[src/rtl/ascon_out_packer.sv]
// ascon_out_packer: buffers the ascon core's free-running data and tag outputs and
// replays each message as one valid/ready stream: data words, then four tag words.
module ascon_out_packer #(
   parameter int DEPTH = 16,
   parameter int AW    = 4
) (
   input  logic         clk,
   input  logic         rst,
   input  logic [31:0]  in_data,
   input  logic [1:0]   in_type,
   input  logic         in_valid,
   input  logic         in_last,
   input  logic [127:0] tag_in,
   input  logic         tag_valid,
   output logic [31:0]  out_data,
   output logic [1:0]   out_type,
   output logic         out_tag,
   output logic         out_valid,
   input  logic         out_ready,
   output logic         out_last,
   output logic         err_overflow,
   output logic         err_tag,
   output logic         busy,
   output logic [1:0]   dbg_state
);

   localparam logic [1:0] TYPE_EMPTY = 2'd0;

   typedef enum logic [1:0] {
      S_DATA = 2'd0,
      S_WTAG = 2'd1,
      S_TAG  = 2'd2
   } state_t;

   // Handshake: a word transfers on a rising edge where out_valid && out_ready; while
   // stalled the presented word holds, and out_valid only falls after a transfer.

   state_t        state_q, state_d;
   logic [AW:0]   wr_ptr_q, wr_ptr_d, rd_ptr_q, rd_ptr_d;
   logic [34:0]   mem [DEPTH];
   logic [34:0]   head;
   logic [127:0]  tag_reg_q, tag_reg_d;
   logic          tag_pend_q, tag_pend_d;
   logic          tag_empty_q, tag_empty_d;
   logic          seen_q, seen_d;
   logic          tv_prev_q, tv_prev_d;
   logic [1:0]    k_q, k_d;
   logic          err_ovf_q, err_ovf_d;
   logic          err_tag_q, err_tag_d;
   logic          fifo_empty, fifo_full;
   logic          push, pop, tag_rise, tag_cap, tag_done;

   always_comb begin
      fifo_empty = (wr_ptr_q == rd_ptr_q);
      fifo_full  = (wr_ptr_q[AW] != rd_ptr_q[AW]) &&
                   (wr_ptr_q[AW-1:0] == rd_ptr_q[AW-1:0]);
      head       = mem[rd_ptr_q[AW-1:0]];
   end

   // Read FSM and output mux.
   always_comb begin
      state_d   = state_q;
      k_d       = k_q;
      out_valid = 1'b0;
      out_data  = 32'd0;
      out_type  = 2'd0;
      out_tag   = 1'b0;
      out_last  = 1'b0;
      pop       = 1'b0;
      tag_done  = 1'b0;
      case (state_q)
         S_DATA: begin
            if (!fifo_empty) begin
               out_valid = 1'b1;
               out_data  = head[31:0];
               out_type  = head[34:33];
            end
            if (!fifo_empty && out_ready) begin
               pop = 1'b1;
               if (head[32]) state_d = tag_pend_q ? S_TAG : S_WTAG;
            end else if (fifo_empty && tag_pend_q && tag_empty_q) begin
               state_d = S_TAG;
            end
         end
         S_WTAG: begin
            if (tag_pend_q) state_d = S_TAG;
         end
         S_TAG: begin
            out_valid = 1'b1;
            out_tag   = 1'b1;
            out_type  = TYPE_EMPTY;
            out_last  = (k_q == 2'd3);
            case (k_q)
               2'd0:    out_data = tag_reg_q[127:96];
               2'd1:    out_data = tag_reg_q[95:64];
               2'd2:    out_data = tag_reg_q[63:32];
               default: out_data = tag_reg_q[31:0];
            endcase
            if (out_ready) begin
               if (k_q == 2'd3) begin
                  k_d      = 2'd0;
                  tag_done = 1'b1;
                  state_d  = S_DATA;
               end else begin
                  k_d = k_q + 2'd1;
               end
            end
         end
         default: state_d = S_DATA;
      endcase
   end

   // Write side and tag capture. A full FIFO still takes a word when the head pops.
   always_comb begin
      push      = in_valid && (!fifo_full || pop);
      wr_ptr_d  = push ? wr_ptr_q + {{AW{1'b0}}, 1'b1} : wr_ptr_q;
      rd_ptr_d  = pop ? rd_ptr_q + {{AW{1'b0}}, 1'b1} : rd_ptr_q;
      err_ovf_d = err_ovf_q | (in_valid && fifo_full && !pop);

      tag_rise  = tag_valid && !tv_prev_q;
      tag_cap   = tag_rise && !tag_pend_q;
      tv_prev_d = tag_valid;
      err_tag_d = err_tag_q | (tag_rise && tag_pend_q);
      tag_reg_d = tag_cap ? tag_in : tag_reg_q;
      tag_pend_d = tag_cap | (tag_pend_q & !tag_done);
      // A tag marks an empty message when nothing was pushed since the previous tag,
      // counting a push on the capture cycle itself as part of this message.
      tag_empty_d = tag_cap ? !(seen_q || in_valid) : tag_empty_q;
      seen_d      = tag_cap ? 1'b0 : (seen_q | in_valid);
   end

   always_ff @(posedge clk) begin
      if (push) mem[wr_ptr_q[AW-1:0]] <= {in_type, in_last, in_data};
   end

   always_ff @(posedge clk or negedge rst) begin
      if (!rst) begin
         state_q     <= S_DATA;
         wr_ptr_q    <= '0;
         rd_ptr_q    <= '0;
         tag_reg_q   <= '0;
         tag_pend_q  <= 1'b0;
         tag_empty_q <= 1'b0;
         seen_q      <= 1'b0;
         tv_prev_q   <= 1'b0;
         k_q         <= 2'd0;
         err_ovf_q   <= 1'b0;
         err_tag_q   <= 1'b0;
      end else begin
         state_q     <= state_d;
         wr_ptr_q    <= wr_ptr_d;
         rd_ptr_q    <= rd_ptr_d;
         tag_reg_q   <= tag_reg_d;
         tag_pend_q  <= tag_pend_d;
         tag_empty_q <= tag_empty_d;
         seen_q      <= seen_d;
         tv_prev_q   <= tv_prev_d;
         k_q         <= k_d;
         err_ovf_q   <= err_ovf_d;
         err_tag_q   <= err_tag_d;
      end
   end

   assign err_overflow = err_ovf_q;
   assign err_tag      = err_tag_q;
   assign busy         = !fifo_empty || tag_pend_q || (state_q != S_DATA);
   assign dbg_state    = state_q;

endmodule

[config.mk]
export PLATFORM = sky130hd
export DESIGN_NAME = ascon_out_packer
export DESIGN_NICKNAME = d
export VERILOG_FILES = /design/src/rtl/ascon_out_packer.sv
export SDC_FILE = /design/constraint.sdc
export NUM_CORES = 1
export LEC_CHECK = 0
export CORE_MARGIN = 2
export CORE_UTILIZATION = 63
export DETAILED_ROUTE_END_ITERATION = 6
export PLACE_DENSITY = 0.87
export SYNTH_ARGS = -nofsm -noshare
export SYNTH_HDL_FRONTEND = slang
export SYNTH_SLANG_ARGS = --single-unit
[constraint.sdc]
create_clock -name clk -period 8.17 [get_ports clk]
set_input_delay 0.817 -clock clk [delete_from_list [all_inputs] [get_ports clk]]
set_output_delay 0.817 -clock clk [all_outputs]
set_load 0.02 [all_outputs]
Yosys cells after proc, flatten, opt, wreduce, memory -nomap -nowiden

Memories as Yosys holds them, arrays and structs flattened.
Cells that the tools add are included.

Logic and storage cells: 85
Register bits after elaboration: 148
Bits in writable memories: 560
Input port bits: 168
Output and inout port bits: 42
Memories kept: 1

Eq/ne operators: 13
Mux-type cells: 26
Add/sub/neg operators: 3
Reduce and logical (&&, ||, !) cells: 26
Bitwise gates (word level): 5

Memory list:

| name | depth | width | read ports | clocked after memory_dff | wr ports | line | text |
|---|---|---|---|---|---|---|---|
| mem  | 16    | 35    | 1          | 0                        | 1        | 40   | `logic [34:0] mem [DEPTH];` |

Operator list:

| kind                                                                  | count |
|---|---|
| 32-bit case mux with 3 select lines                                   | 1 |
| 32-bit case mux with 2 select lines                                   | 1 |
| 32-bit 2-to-1 mux                                                     | 1 |
| 2-bit 2-to-1 mux                                                      | 10 |
| 1-bit 2-to-1 mux                                                      | 11 |
| 5-bit by 1-bit adder with 5-bit output, second input constant         | 2 |
| 1-bit logical AND                                                     | 10 |
| 1-bit logical NOT                                                     | 7 |
| 2-bit equality test, second input constant                            | 3 |
| 2-bit != test, second input constant                                  | 3 |
| 3-bit != test, second input constant                                  | 2 |
| 2-bit case mux with 3 select lines                                    | 1 |
| 5-bit equality test                                                   | 1 |
| 5-bit AND reduction                                                   | 1 |
| 2-bit by 1-bit equality test with 1-bit output, second input constant | 2 |
| 4-bit equality test                                                   | 1 |
| 2-bit logical NOT                                                     | 2 |
| 1-bit logical OR                                                      | 4 |
| 1-bit bitwise OR                                                      | 4 |
| 2-bit by 1-bit adder with 2-bit output, second input constant         | 1 |
| 1-bit case mux with 2 select lines                                    | 1 |
| 2-bit AND reduction                                                   | 1 |
| 2-bit nonzero test                                                    | 1 |
| 1-bit AND                                                             | 1 |
| 1-bit != test                                                         | 1 |

Longest topological paths before layout

Gate-level depths: netlist (run 1).

Depth in word-level cells: 9
Mapped depth: 7
Depth with buffers taken out: 6

Worst setup path after synthesis (run 1)

Ideal clock, no wire load.

Kind: input-to-reg
Start: in out_ready
End: mem mem[1][0], enable pin
Path buffers: 0
Setup slack: 2.780 ns
Data arrival time: 4.862 ns
Stages on the path: 3
Data required time: 7.643 ns
Library setup time: 0.527 ns
Cells stage by stage: a21bo_2 > o21ai_0 > nor4b_1

Longest elaborated chain between the ends: 7

Ends and longest elaborated chain:

| element                                | line | text |
|---|---|---|
| start, declared                        | 19   | `input logic out_ready,` |
| 1-bit logical AND                      | 78   | `if (!fifo_empty && out_ready) begin` |
| 1-bit 2-to-1 mux                       | 78   |  |
| 1-bit 2-to-1 mux                       | 71   | `case (state_q)` |
| 1-bit logical OR                       | 115  | `push = in_valid && (!fifo_full \|\| pop);` |
| 1-bit logical AND                      | 115  |  |
| 1-bit 2-to-1 mux                       | 133  | `if (push) mem[wr_ptr_q[AW-1:0]] <= {in_type, in_last, in_data};` |
| 1-bit 2-to-1 mux (not written as such) | 133  |  |
| end, declared                          | 40   |  |

Every way passes these cells.

Final worst setup path (run 1)

Start: reg rd_ptr_q[2]
End: out out_data[23]

Longest elaborated chain between the ends: 3
Elaborated cells between the ends (all ways): 4
Classes of those cells: eq/ne: 1; mux: 2; memory: 1

Ends and longest elaborated chain:

| element                                                               | line | text |
|---|---|---|
| start, declared                                                       | 39   | `logic [AW:0] wr_ptr_q, wr_ptr_d, rd_ptr_q, rd_ptr_d;` |
| start signal, assigned                                                | 152  | `rd_ptr_q <= rd_ptr_d;` |
| memory read 16 x 35 bit / 5-bit equality test (equally long branches) | --   |  |
| 32-bit 2-to-1 mux *                                                   | 73   | `if (!fifo_empty) begin` |
| 32-bit case mux with 2 select lines *                                 | 71   |  |
| end, declared                                                         | 15   | `output logic [31:0] out_data,` |

Mark *: on every way between the ends. The rest lies on a longest branch, timed or not.

==> summary.txt, run 1 <==
Clocking
  – Insertion delay to the later sink of the worst-skew pair: 620 ps
  – Hold buffer count at cts: 0
  – CTS Buffer Depth: 3
  – Clk sink count: 708
  – Cts repair resizes: 0
  – H-tree Lvls: 3
  – CTS tree: built
  – Clock Pin Slew Worst Setup and Hold Paths: 60 ps
  – Cts bufs inserted: 70
  – Postcts setup bufs: 0
  – Root Driver: clkbuf_16

Cells and area
  – Final net count: 1796
  – Most frequent cells in the layout: 560 x edfxtp_1, 208 x clkdlybuf4s50_1, 145 x dfrtp_1
  – Commonest non-fill, non-tap cell in the layout: edfxtp_1
  – Area Growth Syn to Fin: 17.9%
  – Share of cells above drive strength 1: 26.2%

Setup path
  – Buf/Inv on CP: 3
  – Max incr delay on CP: 910 ps
  – Worst Path Arrival: 4710 ps
  – WS Path Type: register to primary output
  – Critical-path maximum fanout: 58
  – CP Launch Type: register
  – Critical path, cell by cell: buf_4 -> nand2b_1 -> buf_4 -> o22ai_1 -> o31ai_1 -> clkdlybuf4s50_1
  – Data required, critical path: 7350 ps
  – Crit. End Element: primary output
  – CP max-delay cell: nand2b_1
  – Top delay family on crit path: buffers and inverters
  – CP most frequent cell: buf_4

Detailed routing
  – Initial DRC Count: 2604
  – Remaining DRCs: 0
  – Post-route ant nets: 0
  – Detailed Route WL: 72.0 mm
  – Routed len/inst: 31.9 um
  – Vias: 15.5k
  – Vias per inst: 6.85
  – Pre-antenna DRT Iters: 7

Die
  – Initial core utilization: 64.2%
  – Die span in x: 214 um
  – Die area: 45800 um2
  – Core ar.: 43300 um2
  – Ports: 210
  – Row count: 76
  – Die H: 214 um

Pwr
  – Logic gate share of total power: 33.7%
  – P_sw: 4.15 mW
  – Leak: 11.0 nW
  – Switching Fraction: 33.4%
  – Sequential power share: 40.4%
  – Pwr/cell area: 379 nW/um2
  – Internal: 8.28 mW
  – Clk pwr share: 26.0%
  – Peak supply drop: 0.360 mV

Yosys
  – Synth warn: 0
  – Synth top area share: 60.5%
  – Ys flop type: edfxtp_1
  – FF+latch count, synth: 708
  – Async SR Flop Fraction: 20.9%
  – Post-Syn Area: 27800 um2
  – Syn_nets: 1578
  – Syn_area_per_cell: 19.8 um2
  – Leading area contributor after synthesis: edfxtp_1
  – Top cells by area, synth: edfxtp_1 61%, dfrtp_1 13%, mux4_2 11%
  – Post-synth EDFFs: 560
  – Post-Synthesis Cells: 1401
  – Sequential area share after synthesis: 73.9%
  – Netlist cell types: 50

Job
  – Max-cap violation count: 0

Global routing
  – Initial antenna violation count: 5
  – GRT Overall Usage: 31.9%
  – First-pass GRT wire length: 107 mm
  – Pin count of the biggest net entering global routing: 113
  – Vias in the first global route: 16.3k
  – Global route overflow: 0

Timing
  – Crit path time final: 5520 ps
  – Max Freq: 181 MHz
  – Clock skew: 20.7 ps
  – Max Slew Vio Count: 0
  – RSZ-0062 raised after global routing: false
  – Final setup viols: 0
  – Worst slew pin tran: 1050 ps
  – Fin crit share: 67.6%
  – Final Hold Vio Count: 0
  – Slew headroom: 29.8%
  – Setup TNS: 0 ps
  – Slack of the critical path: 2650 ps

Placement
  – Dpl hpwl: 39.0 mm
  – Final GP Congestion: 0.860
  – Pre-CTS WS: 3270 ps
  – Number of I/O port buffers: 209

Worst hold path
  – Hold Path Class: input port to asynchronous set/reset pin

Run status
  – Status: finished clean
-- registers in the layout, summed over array words and instances, names as in the netlist --
name,flops
dbg_state,2
err_overflow,1
err_tag,1
k_q,2
mem,560
rd_ptr_q,5
seen_q,1
tag_empty_q,1
tag_pend_q,1
tag_reg_q,128
tv_prev_q,1
wr_ptr_q,5
-- worst paths after layout --
kind	start	end	slack [ps]	cells past startpoint
worst max-delay path	rd_ptr_q[2]	out_data[23]	2650	6
worst min-delay path	rst	tag_reg_q[59]	290	1
worst max register to register	rd_ptr_q[1]	mem[13][8]	4580	5
worst min register to register	err_overflow	err_overflow	480	1
max in group asynchronous	rst	tag_reg_q[9]	6590	2
min in group clk	err_overflow	err_overflow	480	1
-- cells by family (layout without fill, tap and decap cells) --
group / count (synthesis) / count (layout) / synth area share [%]
adders and majority gates: 9 / 9 / 0.405
xor gates and xnor gates: 13 / 13 / 0.410
muxes: 277 / 277 / 16.9
other: 0 / 2 / 0
buffers and inverters: 100 / 371 / 1.65
AOI/OAI and AO/OA: 185 / 185 / 4.78
DFF: 708 / 708 / 73.9
and+or+nand+nor: 109 / 109 / 1.98
-- power groups by stage --
stage                     logic [mW]  clock network, mW  registers [mW]
final                           4.18               3.23            5.02
after global routing            4.40               3.38            5.08
after CTS                       4.17               3.25            5.01
after detailed placement        4.08                  0            5.06
after global placement          4.00                  0            5.00
after floorplan                 2.75                  0            4.81
-- cells in the mapped netlist, types with 2 or more instances --
master,count
buf_2,30
a222oi_1,32
dfrtp_1,148
o22ai_1,64
nand2b_1,3
xor2_1,5
nor3_1,2
buf_1,4
xnor2_1,8
o21ai_0,33
and4b_1,8
ha_1,9
inv_1,7
and2_1,2
a21o_1,3
edfxtp_1,560
nor2_1,6
and4_1,3
buf_6,5
mux4_2,140
mux2i_1,4
nor4b_1,4
nor2b_1,3
buf_4,2
o31ai_1,33
a211oi_1,4
clkbuf_1,52
nand2_1,68
o211ai_1,5
mux2_2,132
and3_1,3
-- through the flow --
stage	total power [mW]	cell area (um2)	cells	hold slack (ps)	util [%]
global placement	9.00	30500	2132	448	70.4
global route	12.9	32800	2259	363	75.7
finish	12.4	32800	2259	289	75.7
detailed placement	9.14	30500	2132	469	70.4
floorplan	7.56	27800	1401	444	-
CTS	12.4	32700	2257	321	75.7
-- cell type report --
class	count	area, um2
Multi-Input combinational cell	593	6850
Fill cell	2291	10500
Inverter	7	26.3
Antenna cell	2	5.00
Tap cell	585	732
Timing Repair Buffer	239	2330
Sequential cell	708	20500
Clock inverter	39	367
Clock buffer	86	1910
-- per-layer routing --
metal	share of wire, %	up-vias	track usage (%)
met5	0.060	-	0
met4	3.1	6	12.8
met3	11	162	8.11
met2	50	1080	50.6
met1	37	8007	43.0
li1	-	6215	-
No activity file was read; power rests on OpenSTA's default activity.
==> inputs of run 2 (changes only) <==
--- a/config.mk
+++ b/config.mk
@@ -6,9 +6,9 @@
 export NUM_CORES = 1
 export LEC_CHECK = 0
 export CORE_MARGIN = 2
-export CORE_UTILIZATION = 63
+export CORE_UTILIZATION = 58
 export DETAILED_ROUTE_END_ITERATION = 6
-export PLACE_DENSITY = 0.87
+export PLACE_DENSITY = 0.81
 export SYNTH_ARGS = -nofsm -noshare
 export SYNTH_HDL_FRONTEND = slang
 export SYNTH_SLANG_ARGS = --single-unit
==> constraint.sdc (replaced) <==
create_clock -name clk -period 5.7 [get_ports clk]
set_input_delay 0.57 -clock clk [delete_from_list [all_inputs] [get_ports clk]]
set_output_delay 0.57 -clock clk [all_outputs]
set_load 0.02 [all_outputs]
==> summary.txt, run 2 (synthesis gave the netlist of run 1 again) <==
Placement
  – Pre-CTS WS: 1590 ps
  – Final GP Congestion: 0.832
  – Number of I/O port buffers: 209
  – Dpl hpwl: 39.4 mm

Timing
  – Slack of the critical path: 942 ps
  – Final Hold Vio Count: 0
  – Max Freq: 210 MHz
  – Final setup viols: 0
  – Slew headroom: 19.2%
  – Fin crit share: 83.5%
  – Max Slew Vio Count: 0
  – Setup TNS: 0 ps
  – Crit path time final: 4760 ps
  – Clock skew: 25.9 ps
  – Worst slew pin tran: 1210 ps
  – RSZ-0062 raised after global routing: false

Die
  – Ports: 210
  – Row count: 80
  – Die H: 223 um
  – Core ar.: 47500 um2
  – Initial core utilization: 58.4%
  – Die span in x: 223 um
  – Die area: 49700 um2

Pwr
  – Logic gate share of total power: 33.6%
  – Peak supply drop: 0.354 mV
  – Pwr/cell area: 540 nW/um2
  – Leak: 11.0 nW
  – Switching Fraction: 32.6%
  – P_sw: 5.77 mW
  – Clk pwr share: 26.1%
  – Sequential power share: 40.3%
  – Internal: 12.0 mW

Clocking
  – Clock Pin Slew Worst Setup and Hold Paths: 60 ps
  – Cts bufs inserted: 72
  – Insertion delay to the later sink of the worst-skew pair: 600 ps
  – Cts repair resizes: 0
  – Root Driver: clkbuf_16
  – CTS Buffer Depth: 3
  – H-tree Lvls: 3
  – Clk sink count: 708
  – Postcts setup bufs: 0
  – Hold buffer count at cts: 0
  – CTS tree: built

Setup path
  – FF-to-FF path depth: 6
  – Critical-path maximum fanout: 42
  – CP most frequent cell: buf_4
  – Reg-to-Reg Start: rd_ptr_q[0]
  – Critical path, cell by cell: buf_4 -> nand2b_1 -> buf_4 -> o22ai_1 -> o31ai_1 -> clkdlybuf4s50_1
  – Crit. End Element: primary output
  – Capturing point of the worst reg2reg path: mem[7][28]
  – CP Launch Type: register
  – Worst Path Arrival: 4190 ps
  – WS Path Type: register to primary output
  – CP max-delay cell: dfrtp_4
  – R2r setup slk: 2450 ps
  – Data required, critical path: 5130 ps
  – Max incr delay on CP: 820 ps

Cells and area
  – Final net count: 1799
  – Multi-input gate area: 6850 um2
  – Area Growth Syn to Fin: 18.2%
  – Share of cells above drive strength 1: 25.8%
  – Register area: 20500 um2
  – Commonest non-fill, non-tap cell in the layout: edfxtp_1
  – Max reg flops: 560
  – Filler cell count: 2889
  – Most frequent cells in the layout: 560 x edfxtp_1, 208 x clkdlybuf4s50_1, 145 x dfrtp_1

Detailed routing
  – Detailed Route WL: 67.9 mm
  – Initial DRC Count: 1803
  – Pre-antenna DRT Iters: 7
  – Routed len/inst: 29.6 um
  – Remaining DRCs: 0
  – Vias: 14.9k
  – Post-route ant nets: 0
  – Vias per inst: 6.51

Worst hold path
  – Hold Path Class: input port to asynchronous set/reset pin

Run status
  – Status: finished clean

Global routing
  – Global route overflow: 0
  – Initial antenna violation count: 7
  – Vias in the first global route: 15.6k
  – Pin count of the biggest net entering global routing: 132
  – First-pass GRT wire length: 101 mm
  – GRT Overall Usage: 28.1%

Job
  – Max-cap violation count: 0
-- run 2: cell types whose count changed in the layout (fill, tap and decap cells not counted), sizes merged --
cell      change
inv           -3
diode         +3
clkbuf       +14
buf           +1
clkinvlp      -2
clkinv        -9
bufinv        -1
-- run 2: through the flow --
stage | power [mW] | utilization (%) | hold slack (ps) | instances | cell area (um2)
after floorplan | 10.8 | - | 274 | 1401 | 27800
after global placement | 12.9 | 64.2 | 461 | 2163 | 30500
after detailed placement | 13.1 | 64.2 | 460 | 2163 | 30500
after CTS | 17.8 | 69.1 | 64.7 | 2287 | 32800
after global routing | 18.4 | 69.1 | 112 | 2292 | 32800
final | 17.7 | 69.1 | 57.3 | 2292 | 32800
-- run 2: power groups by stage --
stage | clock network, mW | logic [mW] | registers [mW]
6_report | 4.62 | 5.95 | 7.15
4_1_cts | 4.67 | 5.97 | 7.15
5_1_grt | 4.85 | 6.30 | 7.24
3_3_place_gp | 0 | 5.79 | 7.14
2_1_floorplan | 0 | 3.95 | 6.89
3_5_place_dp | 0 | 5.88 | 7.22
-- run 2: area by class of cell --
class                      count  area share [%]
clock buffer                 100            6.22
timing repair buffer         240            7.16
tap                          615            2.34
clock inverter                24           0.789
multi-input combinational    593            20.9
inverter                       7          0.0800
antenna                        5          0.0381
sequential                   708            62.5
-- run 2: critical path: cells and delay by family (launching register included) --
kind	cells	cell delay, ps
compound gates	2	740
flops	1	820
simple gates	1	240
buf+inv	3	1750
-- run 2: routing by layer --
metal,wire length (um),vias up,GRT usage (%)
met5,31,-,0
met4,2020,4,10.5
met3,6870,125,8.30
met2,33100,832,44.1
met1,25900,7769,37.8
li1,-,6199,-
-- run 2: how the worst max path moves through the flow --
stage / cells after the start / start / slack [ps] / to
final: 6 / rd_ptr_q[2] / 940 / out_data[2]
after global routing: 5 / rd_ptr_q[0] / 790 / out_data[2]
after CTS: 5 / rd_ptr_q[0] / 920 / out_data[2]
after detailed placement: 5 / rd_ptr_q[0] / 1590 / out_data[2]
after global placement: 6 / rd_ptr_q[0] / 1610 / out_data[18]
after floorplan: 4 / dbg_state[0] / 310 / mem[1][0]
==> inputs of run 3 (changes only) <==
--- a/config.mk
+++ b/config.mk
@@ -6,9 +6,9 @@
 export NUM_CORES = 1
 export LEC_CHECK = 0
 export CORE_MARGIN = 2
-export CORE_UTILIZATION = 58
+export CORE_UTILIZATION = 53
 export DETAILED_ROUTE_END_ITERATION = 6
-export PLACE_DENSITY = 0.81
+export PLACE_DENSITY = 0.78
 export SYNTH_ARGS = -nofsm -noshare
 export SYNTH_HDL_FRONTEND = slang
 export SYNTH_SLANG_ARGS = --single-unit
==> constraint.sdc (replaced) <==
create_clock -name clk -period 3.9 [get_ports clk]
set_input_delay 0.39 -clock clk [delete_from_list [all_inputs] [get_ports clk]]
set_output_delay 0.39 -clock clk [all_outputs]
set_load 0.02 [all_outputs]
==> summary.txt, run 3 (synthesis gave the netlist of run 1 again) <==
Clocking
  – H-tree Lvls: 3
  – Insertion delay to the later sink of the worst-skew pair: 610 ps
  – Clock Pin Slew Worst Setup and Hold Paths: 60 ps
  – Root Driver: clkbuf_16
  – CTS Buffer Depth: 3
  – Clk sink count: 708
  – Cts bufs inserted: 71
  – CTS tree: built
  – Postcts setup bufs: 0

Die
  – Die area: 54300 um2
  – Die span in x: 233 um
  – Initial core utilization: 53.8%
  – Core ar.: 51600 um2
  – Row count: 83
  – Die H: 233 um
  – Ports: 210

Detailed routing
  – Pre-antenna DRT Iters: 6
  – Vias per inst: 6.26
  – Initial DRC Count: 1884
  – Detailed Route WL: 66.7 mm
  – Remaining DRCs: 0
  – Routed len/inst: 28.2 um
  – Post-route ant nets: 0
  – Vias: 14.8k

Placement
  – Dpl hpwl: 37.5 mm
  – Placed cell areas: 30900 um2
  – Number of I/O port buffers: 209
  – Final GP Congestion: 0.792

Pwr
  – Power consumption: 25.9 mW
  – Switching Fraction: 32.7%
  – P_sw: 8.46 mW
  – Leak: 11.1 nW
  – Sequential power share: 39.5%
  – Internal: 17.4 mW
  – Pwr/cell area: 781 nW/um2
  – Logic gate share of total power: 35.3%
  – Clk pwr share: 25.2%
  – Peak supply drop: 0.516 mV

Setup path
  – CP Launch Type: register
  – Crit. End Element: primary output
  – WS Path Type: register to primary output
  – Capturing point of the worst reg2reg path: mem[3][17]
  – Worst Path Arrival: 3350 ps
  – Critical-path maximum fanout: 34
  – Critical path, cell by cell: xor2_1 -> or4_1 -> buf_4 -> o21ai_4 -> buf_12 -> o31ai_1 -> buf_4 -> clkdlybuf4s50_1
  – Max incr delay on CP: 590 ps
  – Buf/Inv on CP: 4
  – Top delay family on crit path: buffers and inverters
  – R2r setup slk: 820 ps
  – Reg-to-Reg Start: rd_ptr_q[0]
  – CP max-delay cell: dfrtp_4
  – FF-to-FF path depth: 6
  – Data required, critical path: 3510 ps
  – CP most frequent cell: buf_4

Worst hold path
  – Hold Path Stages: 1
  – Hold Path Class: input port to register
  – HP Start: tag_valid
  – Worst Hold Endpoint: tv_prev_q

Timing
  – Crit path time final: 3740 ps
  – Setup TNS: 0 ps
  – Max Slew Vio Count: 0
  – Clock skew: 23.8 ps
  – Final setup viols: 0
  – Worst slew pin tran: 1160 ps
  – Max Freq: 267 MHz
  – Slew headroom: 22.7%
  – RSZ-0062 raised after global routing: false
  – Final Hold Vio Count: 0
  – Fin crit share: 96.0%

Cells and area
  – Final net count: 1809
  – Most frequent cells in the layout: 560 x edfxtp_1, 208 x clkdlybuf4s50_1, 143 x dfrtp_1
  – Area Growth Syn to Fin: 19.3%
  – Max reg flops: 560
  – Commonest non-fill, non-tap cell in the layout: edfxtp_1
  – Final Cell Area: 33100 um2
  – Share of cells above drive strength 1: 26.7%

Global routing
  – First-pass GRT wire length: 97.6 mm
  – Global route overflow: 0
  – Vias in the first global route: 15.4k
  – GRT Overall Usage: 24.8%
  – Pin count of the biggest net entering global routing: 149
  – Initial antenna violation count: 7

Job
  – Max-cap violation count: 0

Run status
  – Status: finished clean
run 3: cell count changes in the layout (fill, tap and decap cells not counted), moves of 2 or more:
cell	previous run	this run
clkinvlp_4	2	4
bufinv_16	5	2
clkinv_1	8	10
diode_2	5	2
clkbuf_1	19	12
dfrtp_2	0	2
clkinv_2	6	16
buf_4	29	23
buf_12	2	16
dfrtp_1	145	143
run 3: timing repair:
action | 4_1_cts | 5_1_grt
resized for setup | 0 | 3
hold endpoints to repair | 148 | 0
endpoints found under the setup margin | 0 | 19
hold buffers | 1 | 0
run 3: worst max-delay path by stage:
stage / startpoint / slack [ps] / depth (start not counted) / to
global placement: rd_ptr_q[0] / 720 / 5 / out_data[18]
CTS: wr_ptr_q[3] / 30 / 8 / out_data[19]
global route: rd_ptr_q[0] / 40 / 8 / out_data[31]
detailed placement: rd_ptr_q[0] / 660 / 5 / out_data[21]
floorplan: dbg_state[0] / -1490 / 4 / mem[1][0]
finish: rd_ptr_q[0] / 160 / 8 / out_data[19]
run 3: layer usage:
| layer | track usage, % | wire, um | vias up |
|---|---|---|---|
| met1 | 34.3 | 26400 | 7699 |
| li1 | - | - | 6227 |
| met3 | 6.21 | 6870 | 95 |
| met2 | 40.0 | 32300 | 794 |
| met5 | 0 | 80 | - |
| met4 | 6.05 | 1100 | 12 |
run 3: cell type report:
class / count / area, um2
inverters: 7 / 26.3
fillers: 3374 / 18500
multi-input cells: 593 / 6850
flip-flops and latches: 708 / 20500
well taps: 680 / 851
diodes: 2 / 5.00
clock inverters: 35 / 249
clock buffers: 91 / 1980
repair buffers: 251 / 2650
run 3: power groups by stage:
stage          logic, mW  clock network, mW  registers [mW]
4_1_cts             9.21               6.61            10.2
3_3_place_gp        8.96                  0            10.2
2_1_floorplan       5.77                  0            10.1
3_5_place_dp        9.10                  0            10.3
6_report            9.15               6.52            10.2
5_1_grt             9.72               6.90            10.3
run 3: metrics by stage:
stage | cells | utilization (%) | worst slack [ps] | hold slack (ps)
floorplan | 1401 | - | -1490 | 94.4
global placement | 2237 | 59.8 | 715 | 446
detailed placement | 2237 | 59.8 | 661 | 458
CTS | 2364 | 64.1 | 30.3 | 266
global route | 2366 | 64.2 | 40.5 | 270
finish | 2367 | 64.2 | 156 | 299
run 3: worst register-to-register path, stage by stage, from the launching register on:
cell	delay [ps]
dfrtp_4	590
xor2_1	190
or4_1	500
buf_4	200
o21ai_0	710
nor4b_2	120
buf_4	370
